## src/rtl/maxnet_input_loader.sv

```systemverilog
// Collects four 32-bit IEEE 754 words into a set, strobes ldI once, then waits for done_in.
// Optional feature: define MAXNET_LOADER_SIGN_CLAMP_EN to store any negative-signed word as +0.0.
module maxnet_input_loader (
  input  logic        clk,
  input  logic        rst,
  input  logic        in_valid,
  input  logic [31:0] in_data,
  output logic        in_ready,
  input  logic        done_in,
  output logic [31:0] inp1,
  output logic [31:0] inp2,
  output logic [31:0] inp3,
  output logic [31:0] inp4,
  output logic        ldI,
  output logic        busy,
  output logic [1:0]  cnt
);

  typedef enum logic [1:0] {
    COLLECT = 2'd0,
    ISSUE   = 2'd1,
    WAIT    = 2'd2
  } state_t;

  state_t      state_q, state_d;
  logic [1:0]  cnt_q, cnt_d;
  logic [31:0] slot_q [4];
  logic        accept;

`ifdef MAXNET_LOADER_SIGN_CLAMP_EN
  // Sign bit set covers negatives, -0.0 and negative NaNs alike.
  function automatic logic [31:0] store_word(input logic [31:0] w);
    return w[31] ? 32'h0000_0000 : w;
  endfunction
`else
  function automatic logic [31:0] store_word(input logic [31:0] w);
    return w;
  endfunction
`endif

  // Acceptance is decoded from state directly so in_ready never feeds back into itself.
  assign accept = rst && (state_q == COLLECT) && in_valid;

  always_comb begin
    state_d  = state_q;
    cnt_d    = cnt_q;
    in_ready = 1'b0;
    ldI      = 1'b0;
    busy     = 1'b0;
    case (state_q)
      COLLECT: begin
        in_ready = rst;
        if (accept) begin
          cnt_d = cnt_q + 2'd1;
          if (cnt_q == 2'd3) state_d = ISSUE;
        end
      end
      ISSUE: begin
        ldI     = rst;
        busy    = 1'b1;
        state_d = WAIT;
      end
      WAIT: begin
        busy = 1'b1;
        if (done_in) state_d = COLLECT;
      end
      default: state_d = COLLECT;
    endcase
  end

  always_ff @(posedge clk) begin
    if (!rst) begin
      state_q <= COLLECT;
      cnt_q   <= 2'd0;
    end else begin
      state_q <= state_d;
      cnt_q   <= cnt_d;
    end
  end

  // Slots hold across ISSUE/WAIT and are only overwritten one at a time by later accepts.
  always_ff @(posedge clk) begin
    if (!rst) begin
      for (int i = 0; i < 4; i++) slot_q[i] <= 32'h0000_0000;
    end else if (accept) begin
      slot_q[cnt_q] <= store_word(in_data);
    end
  end

  assign inp1 = slot_q[0];
  assign inp2 = slot_q[1];
  assign inp3 = slot_q[2];
  assign inp4 = slot_q[3];
  assign cnt  = cnt_q;

endmodule

```

## config.mk

```make
export PLATFORM = sky130hd
export DESIGN_NAME = maxnet_input_loader
export DESIGN_NICKNAME = d
export VERILOG_FILES = /design/src/rtl/maxnet_input_loader.sv
export SDC_FILE = /design/constraint.sdc
export NUM_CORES = 1
export LEC_CHECK = 0
export ABC_AREA = 0
export BUFFER_PORTS_ARGS = -buffer_cell sky130_fd_sc_hd__buf_2
export CAP_MARGIN = 40
export CORE_MARGIN = 5
export CORE_UTILIZATION = 50
export CTS_BUF_LIST = sky130_fd_sc_hd__clkbuf_8
export DETAILED_ROUTE_END_ITERATION = 12
export GPL_ROUTABILITY_DRIVEN = 1
export PLACE_DENSITY = 0.81
export SLEW_MARGIN = 10
export SYNTH_ARGS = -nofsm -noshare
export SYNTH_HDL_FRONTEND = slang
export SYNTH_SLANG_ARGS = --single-unit
```

## constraint.sdc

```tcl
create_clock -name clk -period 3 [get_ports clk]
set_input_delay 0.6 -clock clk [delete_from_list [all_inputs] [get_ports clk]]
set_output_delay 0.6 -clock clk [all_outputs]
set_load 0.02 [all_outputs]
```

Word level (Yosys, flattened, before mapping):

Memories as Yosys holds them, arrays and structs flattened.
Index checks and enable logic that the tools add are counted.
Widths: inputs -> output; s select.

* RAM bits: 128
* input port bits: 36
* register bits after elaboration: 4
* memories kept: 1

Memory list
* slot_q: words 4, width 32, read ports 4, clocked after memory_dff 0, wr ports 4, RTL line 27 `logic [31:0] slot_q [4];`

* reductions and logical operators: 7
* equal/unequal tests: 6
* add/sub/neg operators: 1
* muxes and demuxes: 14

Operator list (count)
* $mux 32: 1
* $reduce_or 32->1: 1
* $mux 1: 8
* $mux 2: 4
* $pmux 2 s3: 1
* $eq 2x2->1 const B: 2
* $ne 2x2->1 const B: 2
* $reduce_and 3->1: 1
* $add 2x1->2 const B: 1
* $eq 2x1->1 const B: 1
* $logic_and 1x1->1: 2
* $logic_not 2->1: 1
* $ne 2x1->1 const B: 1
* $reduce_and 2->1: 1
* $reduce_or 2->1: 1

Depth between registers and ports, before layout:

* depth after elaboration: 8
* mapped depth: 6
* gate-level depth less buffers: 5

Worst setup path after synthesis:

OpenSTA, ideal clock, no wires.

* kind: register -> register
* start: register state_q[0]
* end: memory slot_q[1][0], enable pin
* required time: 2.606 ns
* data arrival time: 1.960 ns
* setup slack: 0.646 ns
* clock period less this slack: 2.354 ns
* buffers on the path: 0
* cell stages (with the launch flop): 6
* cell sequence: dfxtp_1 inv_1 ha_1 nand3_4 nor3b_4 nand2b_1

RTL lines
* start: declaration: RTL line 25 `state_t state_q, state_d;`
* start signal: assignment: RTL line 76 `state_q <= state_d;`
* end: declaration: RTL line 27

Final worst setup path:

* start: register state_q[0]
* end: output in_ready

* word-level cells in the longest chain between the ends: 2

RTL lines
* $logic_not 2->1: RTL line 50 `case (state_q)`
* $mux 1: RTL line 50
* end: declaration: RTL line 8 `output logic in_ready,`

No other way between the ends.

==> metrics.log <==
[metrics] slowest cell on the critical path: sky130_fd_sc_hd__dfxtp_1
[metrics] share of power burned in the clock network: 0.324
[metrics] highest layer used for signal routing: met4
[metrics] clock tree skew after final layout: roughly 0.0074 ns
[metrics] hold buffers post-CTS: 0
[metrics] First DRT Iteration DRCs: 166
[metrics] max-slew violation total from the final report: 0
[metrics] die width: ~110 um
[metrics] clock transition at the registers of the reported paths: ~0.070 ns
[metrics] FF-to-FF path depth: 6
[metrics] overall track demand over capacity in global routing: 0.189
[metrics] internal portion of total power: between 0.003 and 0.004 W
[metrics] source of the worst register-to-register timing path: state_q[0]
[metrics] class of the most critical hold timing path: in2reg
[metrics] leading cell type in the layout, fill and taps excluded: sky130_fd_sc_hd__buf_2
[metrics] number of antenna violations at the first check in global routing: 1
[metrics] mean instance size in the synthesized netlist: around 17 sq um
[metrics] routed via count: 3002
[metrics] clock tree from TritonCTS: yes
[metrics] pin count of the biggest net entering global routing: 34
[metrics] Hold EP: slot_q[1][24]
[metrics] number of warnings issued by yosys: 0
[metrics] via count of the first global-routing pass: roughly 3300
[metrics] DRC violations left: 0
[metrics] wire length of the first global-routing pass: roughly 18 mm
[metrics] fraction of final layout cells sized beyond drive strength 1: 0.423
[metrics] number of buffers created by CTS: 17
[metrics] hold violation total from the final report: 0
[metrics] number of cells on the worst hold path: 2
[metrics] area leader, netlist: sky130_fd_sc_hd__edfxtp_1
[metrics] Required @ worst endpoint: approximately 2.4 ns
[metrics] CP Launch Type: flip-flop
[metrics] Core Rows: 36
[metrics] unrepaired setup endpoints after global routing: false
[metrics] wire length reported by the detailed router: 11.3 mm
[metrics] number of buffers on the longest clock path: 2
[metrics] top library cells by usage in the layout, fill and taps aside: sky130_fd_sc_hd__buf_2 (168), sky130_fd_sc_hd__and2_1 (131), sky130_fd_sc_hd__edfxtp_1 (128)
[metrics] Detail Route met2 WL: ~5.9 mm
[metrics] # Post-CTS Setup Buffers: 0
[metrics] cell leakage power: approximately 2.8 nW
[metrics] nature of the critical path endpoint: output pin
[metrics] gpl congestion: around 0.75
[metrics] Crit Path Category: reg2out
[metrics] number of levels the H-tree was split into: 4
[metrics] sum of net half-perimeters after detailed placement: 7.75 mm
[metrics] delay of the slowest cell on the worst path: 0.38 ns
[metrics] clock root buffer master: sky130_fd_sc_hd__clkbuf_8
[metrics] wire length the detailed router placed on met1: 4.39 mm
[metrics] total of max-cap violations: 0
[metrics] worst setup slack for register-to-register paths: around 0.9 ns
[metrics] cell breakdown of the critical path: inv_1, ha_1, and2_1, buf_2
[metrics] # clock sinks: ~130
[metrics] synthesized area: around 0.0051 sq mm
[metrics] initial core utilization: 0.517
[metrics] die outline height: approximately 110 um
[metrics] power share of the combinational group: 0.170
[metrics] non-filler cells, final: ~640
[metrics] Fin Setup TNS: 0 ns
[metrics] post-synth net total: 349
[metrics] achievable clock frequency: approximately 0.47 GHz
[metrics] I/O Pins: roughly 170
[metrics] Synth Register Bits: between 100 and 150
[metrics] count of nets left with antenna violations after detail routing: 0
[metrics] switching power share of the total: 0.275
[metrics] Worst Max-Slew Pin Slew: 0.426 ns
[metrics] net switching power figure: about 0.0013 W
[metrics] outcome: finished, final reports clean
[metrics] worst setup path start: state_q[0]
[metrics] worst flop-to-flop path endpoint: slot_q[1][0]
[metrics] Worst Path Max Fanout: 4
[metrics] met3 routed wirelength: 889 um
[metrics] vias per std cell: about 4.7
[metrics] hold wc startpoint: in_data[24]
[metrics] Net count, final: 532
[metrics] Area Overhead vs Synth: 28.0%
[metrics] cells after synthesis: 307
[metrics] wire per inst: between 15 and 20 um
[metrics] signal arrival time at the worst endpoint: about 1.5 ns
[metrics] Die Footprint: 0.0123 sq mm
[metrics] total gr overflow: 0
[metrics] Seq/Total Area, Yosys: 0.770
[metrics] relative slew slack: 0.716
[metrics] shortest clock period the worst path allows after layout: about 2.1 ns
[metrics] count of buffers from port buffering: between 150 and 200
[metrics] number of optimization iterations in the first detailed-route pass: 4
[metrics] synth unique cells: 20
[metrics] top post-synthesis cells by area: sky130_fd_sc_hd__edfxtp_1 (75%), sky130_fd_sc_hd__and2_1 (16%), sky130_fd_sc_hd__dfxtp_1 (1.6%)
[metrics] proportion of power drawn by flip-flops and latches: 0.506
[metrics] Cell Count Post-Placement: a little over 600
[metrics] power density normalized to cell area: about 700 mW/mm^2
[metrics] number of cells upsized or downsized after cts: 0
[metrics] core footprint: 0.00986 sq mm
[metrics] number of endpoints failing setup at the final stage: 0
[metrics] VDD IR-drop max: roughly 400 uV
[metrics] post-synth top area share: 0.754
[metrics] Worst-Skew Late Latency: 0.42 ns
[metrics] fin crit share: 0.703
-- how the worst max path moves through the flow --
stage                               to  slack (ns)  cells after the start
after CTS                     in_ready        0.85                      4
final                         in_ready        0.89                      4
after floorplan           slot_q[1][0]        0.65                      5
after global placement    slot_q[1][6]        0.82                      5
after global routing      slot_q[1][1]        0.79                      6
after detailed placement  slot_q[1][9]        0.76                      5
-- per-layer routing --
metal	track usage	vias to the layer above
met5	0	-
met4	0.0624	0
met3	0.0791	10
met2	0.329	116
met1	0.208	1441
li1	-	1435
-- worst max-delay path, delay by kind of cell (launching register included) --
kind | cells | cell delay (ns)
flops | 1 | 0.38
fa+ha+maj | 1 | 0.27
buf+inv | 2 | 0.26
simple gates | 1 | 0.17
-- synth_stat cells --
master,number
sky130_fd_sc_hd__nor3b_4,2
sky130_fd_sc_hd__buf_6,6
sky130_fd_sc_hd__nand2_1,7
sky130_fd_sc_hd__nand3_1,3
sky130_fd_sc_hd__or2b_1,1
sky130_fd_sc_hd__clkbuf_1,4
sky130_fd_sc_hd__and3_1,1
sky130_fd_sc_hd__buf_2,3
sky130_fd_sc_hd__nor3_2,1
sky130_fd_sc_hd__xnor2_1,1
sky130_fd_sc_hd__edfxtp_1,128
sky130_fd_sc_hd__ha_1,6
sky130_fd_sc_hd__mux2i_1,2
sky130_fd_sc_hd__and2_1,131
sky130_fd_sc_hd__dfxtp_1,4
sky130_fd_sc_hd__nand2b_1,2
sky130_fd_sc_hd__a21oi_1,1
sky130_fd_sc_hd__nand3_4,1
sky130_fd_sc_hd__inv_1,2
sky130_fd_sc_hd__nor2b_1,1
-- cell families (layout without fill, tap and decap cells) --
family	after synthesis	after routing	synth area share
simple gates	150	150	0.188
flops	132	132	0.770
buf+inv	15	211	0.0206
fa+ha+maj	6	6	0.0147
mux	2	2	0.00393
compound gates	1	1	0.000981
xor+xnor	1	1	0.00172
other cells	0	1	0
-- final cells by class --
type | count | area (sq um)
Antenna cell | 1 | 2.50
Clock buffer | 17 | 234
Clock inverter | 15 | 165
Fill cell | 732 | 3340
Inverter | 2 | 7.51
Multi-Input combinational cell | 160 | 1080
Sequential cell | 132 | 3920
Tap cell | 133 | 166
Timing Repair Buffer | 177 | 946
-- registers in the layout, indices dropped and copies added, names as in the netlist --
signal	cells
cnt	2
slot_q	128
state_q	2
-- stage by stage --
step                      setup WS, ns  total power (W)   util  hold WS [ns]  cell area, sq um
after floorplan                  0.646          0.00283      -         0.451              5100
after global placement           0.818          0.00311  0.621         0.465              6120
after global routing             0.786          0.00476  0.661         0.452              6520
after CTS                        0.852          0.00462  0.661         0.446              6520
after detailed placement         0.763          0.00314  0.621         0.482              6120
final                            0.892          0.00457  0.661         0.486              6520
-- power by group through the flow --
stage	sequential, W	combinational [W]	clock (W)
final	0.00231	0.000776	0.00148
after global routing	0.00233	0.000838	0.00160
after CTS	0.00231	0.000792	0.00151
after detailed placement	0.00235	0.000790	0
after global placement	0.00234	0.000766	0
after floorplan	0.00257	0.000258	0
(Power assumes the default switching activity.)
